==> src/rtl/bin_to_bcd_seq.sv <==
`default_nettype none
// ============================================================================
//  Module   : bin_to_bcd_seq
//  Purpose  : Sequential binary-to-packed-BCD converter (shift-and-add-3).
//             Sits between the frequency meter's binary count and the
//             seven-segment display driver so the display reads decimal.
//             One conversion takes BIN_W shift cycles plus one finish cycle.
//             The result word is only ever replaced as a whole.
//
//  Ports    : Clk       in   system clock
//             Rst       in   asynchronous, active-high reset
//             Bin       in   [BIN_W-1:0] value to convert (sampled on accept)
//             Start     in   conversion request (pulse or level)
//             Busy      out  conversion in progress
//             Done      out  one-cycle pulse when Bcd/Overflow are refreshed
//             Bcd       out  [4*DIGITS-1:0] packed BCD, digit 0 at [3:0]
//             Overflow  out  last value exceeded 10^DIGITS-1 (Bcd saturated)
//
//  Revision : 1.0  initial release
// ============================================================================
module bin_to_bcd_seq #(
    parameter int BIN_W  = 32,
    parameter int DIGITS = 8
) (
    input  logic                  Clk,
    input  logic                  Rst,
    input  logic [BIN_W-1:0]      Bin,
    input  logic                  Start,
    output logic                  Busy,
    output logic                  Done,
    output logic [4*DIGITS-1:0]   Bcd,
    output logic                  Overflow
);

    // ------------------------------------------------------------------
    // Constants
    // ------------------------------------------------------------------
    localparam int c_BCD_W = 4 * DIGITS;
    localparam int c_CAT_W = c_BCD_W + BIN_W;
    localparam int c_CNT_W = $clog2(BIN_W + 1);
    // Comparison is done at least 64 bits wide so 10^DIGITS-1 always fits
    // (valid for DIGITS up to 19).
    localparam int c_CMP_W = (BIN_W > 64) ? BIN_W : 64;

    function automatic logic [63:0] f_pow10_m1(input int n);
        logic [63:0] p;
        p = 64'd1;
        for (int i = 0; i < n; i++) begin
            p = p * 64'd10;
        end
        return p - 64'd1;
    endfunction

    localparam logic [c_CMP_W-1:0] c_LIMIT  = c_CMP_W'(f_pow10_m1(DIGITS));
    localparam logic [c_CNT_W-1:0] c_LAST   = c_CNT_W'(BIN_W);
    localparam logic [c_CNT_W-1:0] c_PENULT = c_CNT_W'(BIN_W - 1);
    localparam logic [c_BCD_W-1:0] c_SAT    = {DIGITS{4'h9}};

    typedef enum logic [1:0] {
        S_IDLE  = 2'd0,
        S_SHIFT = 2'd1,
        S_DONE  = 2'd2
    } state_t;

    // ------------------------------------------------------------------
    // Registers
    // ------------------------------------------------------------------
    state_t               r_state;
    logic [BIN_W-1:0]     r_shift;
    logic [c_BCD_W-1:0]   r_scratch;
    logic [c_CNT_W-1:0]   r_count;
    logic                 r_ovf;
    logic                 r_busy;
    logic                 r_done;
    logic [c_BCD_W-1:0]   r_bcd;
    logic                 r_overflow;

    // ------------------------------------------------------------------
    // Combinational datapath
    // ------------------------------------------------------------------
    logic [c_CMP_W-1:0]   w_bin_ext;
    logic                 w_bin_over;
    logic [c_BCD_W-1:0]   w_adj;
    logic [c_CAT_W-1:0]   w_cat_next;

    assign w_bin_ext  = c_CMP_W'(Bin);
    assign w_bin_over = (w_bin_ext > c_LIMIT);

    // Add-3 correction on every digit that would reach 10+ after doubling.
    for (genvar i = 0; i < DIGITS; i++) begin : g_digit
        assign w_adj[4*i +: 4] = (r_scratch[4*i +: 4] >= 4'd5)
                               ? (r_scratch[4*i +: 4] + 4'd3)
                               : r_scratch[4*i +: 4];
    end

    // Corrected scratch and the binary shift register move left as one word;
    // the bit falling out of the top of the scratch is discarded (only
    // reachable for values that are saturated anyway).
    assign w_cat_next = {w_adj, r_shift} << 1;

    // ------------------------------------------------------------------
    // Control FSM and output registers
    // ------------------------------------------------------------------
    always_ff @(posedge Clk or posedge Rst) begin
        if (Rst) begin
            r_state    <= S_IDLE;
            r_shift    <= '0;
            r_scratch  <= '0;
            r_count    <= '0;
            r_ovf      <= 1'b0;
            r_busy     <= 1'b0;
            r_done     <= 1'b0;
            r_bcd      <= '0;
            r_overflow <= 1'b0;
        end else begin
            r_done <= 1'b0;
            case (r_state)
                S_IDLE, S_DONE: begin
                    if (Start) begin
                        r_shift   <= Bin;
                        r_scratch <= '0;
                        r_count   <= '0;
                        r_ovf     <= w_bin_over;
                        r_busy    <= 1'b1;
                        r_state   <= S_SHIFT;
                    end else begin
                        r_state   <= S_IDLE;
                    end
                end

                S_SHIFT: begin
                    if (r_count == c_LAST) begin
                        // All bits shifted in: publish the whole result at once.
                        r_bcd      <= r_ovf ? c_SAT : r_scratch;
                        r_overflow <= r_ovf;
                        r_done     <= 1'b1;
                        r_state    <= S_DONE;
                    end else begin
                        {r_scratch, r_shift} <= w_cat_next;
                        r_count              <= r_count + 1'b1;
                        // Busy spans exactly BIN_W cycles from the accept edge.
                        if (r_count == c_PENULT) begin
                            r_busy <= 1'b0;
                        end
                    end
                end

                default: begin
                    r_state <= S_IDLE;
                end
            endcase
        end
    end

    assign Busy     = r_busy;
    assign Done     = r_done;
    assign Bcd      = r_bcd;
    assign Overflow = r_overflow;

endmodule
`default_nettype wire

==> config.mk <==
export PLATFORM = sky130hd
export DESIGN_NAME = bin_to_bcd_seq
export DESIGN_NICKNAME = d
export VERILOG_FILES = /design/src/rtl/bin_to_bcd_seq.sv
export SDC_FILE = /design/constraint.sdc
export NUM_CORES = 1
export LEC_CHECK = 0
export ABC_AREA = 1
export ABC_CLOCK_PERIOD_IN_PS = 3650
export BUFFER_PORTS_ARGS = -buffer_cell sky130_fd_sc_hd__buf_4
export CAP_MARGIN = 10
export CORE_UTILIZATION = 55
export CTS_CLUSTER_SIZE = 20
export DETAILED_ROUTE_END_ITERATION = 10
export GPL_TIMING_DRIVEN = 0
export HOLD_SLACK_MARGIN = 0.03
export PLACE_DENSITY = 0.83
export RECOVER_POWER = 50
export SYNTH_ARGS = -nofsm -noshare
export SYNTH_HDL_FRONTEND = slang
export SYNTH_SLANG_ARGS = --single-unit
==> constraint.sdc <==
create_clock -name Clk -period 3.65 [get_ports Clk]
set_clock_uncertainty 0.2 [all_clocks]
set_input_delay 0.1825 -clock Clk [delete_from_list [all_inputs] [get_ports Clk]]
set_output_delay 0.1825 -clock Clk [all_outputs]
set_load 0.1 [all_outputs]
==> flow_metrics.py <==
metrics = {
    "place": {
        "place_congestion": 0.857,
        "preCtsSetupSlack_ns": 1.68,
        "hpwlAfterDp_um": 9030,
        "port_buffers": 69,
        "place_area_um2": 6220,
    },
    "sta": {
        "rsz0062_at_grt": "no",
        "slew_headroom_pct": -17.1,
        "final-max-slew-violation-count": 38,
        "timing.final.ws_setup_ns": 1.62,
        "worstMarginPinSlew_ns": 1.75,
        "max_clock_freq_mhz": 492,
        "hold_viol": 0,
        "whs_ns": 0.0317,
        "setup_viol_count_final": 0,
        "fin_crit_sh_pct": 55.6,
        "finalCriticalPeriod_ns": 2.03,
    },
    "floorplan": {
        "floorplan.initialDensity_pct": 56.6,
        "die_h_um": 102,
        "fp.dieW_um": 102,
        "core.rowCount": 36,
        "pin_count": 70,
        "die_area_um2": 10400,
        "core_um2": 9730,
    },
    "cts": {
        "clkTransAtPathRegs_ns": 0.11,
        "cts_root_buf": "clkbuf_8",
        "cts_buffers": 9,
        "post_cts_resized": 0,
        "cts_max_path_buffers": 2,
        "htreeDepth": 3,
        "cts_tree": "yes",
        "clk_latency_ns": 0.39,
        "clock_sinks": 108,
    },
    "route": {
        "drt.antenna.violating_nets": 0,
        "route.detailed.drc": 0,
        "routedWlPerCell_um": 14.3,
        "vias_per_cell": 5.35,
        "drt_iter0_markers": 321,
        "drt_wl_total_um": 13500,
        "drtPass1Iterations": 5,
        "num_vias": 5044,
    },
    "logic_synthesis": {
        "synth_area_leaders": "dfrtp_1 (49%), nand2_1 (14%), o21ai_0 (6.6%), inv_1 (5.7%), ha_1 (4.1%)",
        "post_synth.cell_area_avg_um2": 7.96,
        "synthDistinctLibCells": 31,
        "ys_warn_count": 0,
        "synth-seq-cells": 108,
        "synth_area_um2": 5510,
        "syn_nets": 745,
        "synthCells": 692,
        "synth-seq-area-share_pct": 49.1,
        "synth_top_area_share_pct": 49.1,
        "yosysTopAreaCell": "dfrtp_1",
    },
    "grt": {
        "antenna_found_initial": 0,
        "grt_pass1_wl_um": 22300,
        "overflow": 0,
        "grt_usage_pct": 28.1,
        "grt_start_max_net_pins": 72,
        "grt_pass1_vias": 4797,
    },
    "pwr": {
        "irDropWorstVdd_mv": 0.534,
        "p_leak_nw": 3.39,
        "p_per_area_nw_per_um2": 899,
    },
    "setup_path": {
        "rr_startpoint": "r_count[0]",
        "cp.required_ns": 3.70,
        "reg2reg_slack_ns": 1.62,
        "ff2ff_path_depth": 7,
        "r2r_end": "r_scratch[3]",
        "start_kind": "register",
        "cp-startpoint": "r_count[0]",
        "endpoint": "r_scratch[3]",
        "cp_data_arrival_time_ns": 2.08,
        "end_kind": "register",
        "critPathKind": "reg2reg",
        "crit_fanout": 10,
    },
    "finish": {
        "drive_gt1_share_pct": 12.2,
        "ff_latch_area_um2": 2700,
        "synthToLayoutAreaGrowth_pct": 20.2,
        "nets": 857,
        "final_cell_area_um2": 6620,
        "fillers": 812,
        "antennaDiodeCount": 0,
        "multiInputGateArea_um2": 2310,
    },
    "flow_run": {
        "drv_cap": 1,
    },
    "outcome": {
        "violations": "max-capacitance violations, max-slew violations",
        "outcome": "finished, violations left",
    },
    "min_path": {
        "hold_path.class": "in2reg",
    },
}
## report_power, final
group | switching [mW] | leakage [nW] | internal [mW]
clock network | 0.431 | 0.0913 | 0.307
registers | 0.287 | 1.40 | 1.63
logic | 2.51 | 1.89 | 0.793
## how the worst min path moves through the flow
stage | start | end | slack [ns] | depth (start not counted)
3_5_place_dp | Rst | Bcd[29] | 0.06 | 2
5_1_grt | Bin[31] | r_shift[31] | 0.07 | 5
3_3_place_gp | Bin[0] | r_shift[0] | 0.20 | 3
2_1_floorplan | Bin[0] | r_shift[0] | 0.11 | 2
4_1_cts | Bin[12] | r_shift[12] | 0.03 | 5
6_report | Bin[12] | r_shift[12] | 0.03 | 5
## worst max-delay path: stages (launching register included)
cell and delay [ns]:
dfrtp_1 0.39, inv_1 0.12, ha_1 0.25, nand4_4 0.13
nand2_4 0.09, nand2_4 0.11, clkbuf_1 0.41, o21ai_0 0.19
## metal layers
metal  GRT usage, %  vias up  wire length [um]
met3           3.49       30               799
met4           13.4        0               337
li1               -     2426                 -
met1           35.9     2407              5620
met5              0        -                 0
met2           47.5      181              6740
## flip-flops by register name (all words and copies together) (netlist names)
name	flops
r_count	6
Overflow	1
Bcd	32
Busy	1
Done	1
r_shift	32
r_state	2
r_ovf	1
r_scratch	32
## layout make-up
| cell class | instances | area share (%) |
|---|---|---|
| clock buffers | 12 | 2.49 |
| plain buffers | 28 | 2.44 |
| repair buffers | 101 | 11.3 |
| inverters | 88 | 5.01 |
| well taps | 133 | 2.51 |
| clock inverters | 4 | 0.472 |
| multi-input cells | 468 | 34.9 |
| flip-flops and latches | 108 | 40.8 |
## synthesized netlist by cell type (all sizes together)
cell type / number
a21oi: 32
a22oi: 4
buf: 22
clkbuf: 6
dfrtp: 108
ha: 18
inv: 88
nand2: 215
nand3: 29
nand4: 7
nor2: 41
nor3b: 1
nor4: 1
o211ai: 2
o21ai: 104
o21bai: 1
o22ai: 4
or2: 3
xor2: 6
## what timing repair did
| action | CTS | global route |
|---|---|---|
| endpoints found under the hold margin | 68 | 0 |
| hold buffers | 31 | 0 |
| setup buffers | 0 | 0 |
## metrics by stage
stage / power [mW] / setup TNS (ns) / instances / utilization [%]
after floorplan: 4.41 / 0 / 692 / -
after global placement: 5.15 / -82.70 / 894 / 63.6
after detailed placement: 5.28 / 0 / 895 / 64.0
after CTS: 6.03 / 0 / 942 / 69.2
after global routing: 6.33 / 0 / 942 / 68.1
final: 5.96 / 0 / 942 / 68.1
## layout by cell type (no fill, tap or decap), drive strengths merged
cell	n
a22oi	4
o211ai	2
nand2	215
ha	18
dfrtp	108
nand4	7
nor4	1
buf	63
nand3	29
nor2	41
a21oi	32
or2	3
xor2	6
o22ai	4
o21bai	1
clkinvlp	4
dlygate4sd3	31
clkbuf	47
o21ai	104
inv	88
nor3b	1
## kinds of logic (layout without fill, tap and decap cells)
kind of cell | Yosys count | in the layout | share of synthesized area, %
adders and majority gates | 18 | 18 | 4.09
DFF | 108 | 108 | 49.1
buffers and inverters | 116 | 233 | 8.93
xor gates and xnor gates | 6 | 6 | 0.954
AOI/OAI and AO/OA | 147 | 147 | 14.2
and+or+nand+nor | 297 | 297 | 22.8
Power figures use the tool's default switching activity.
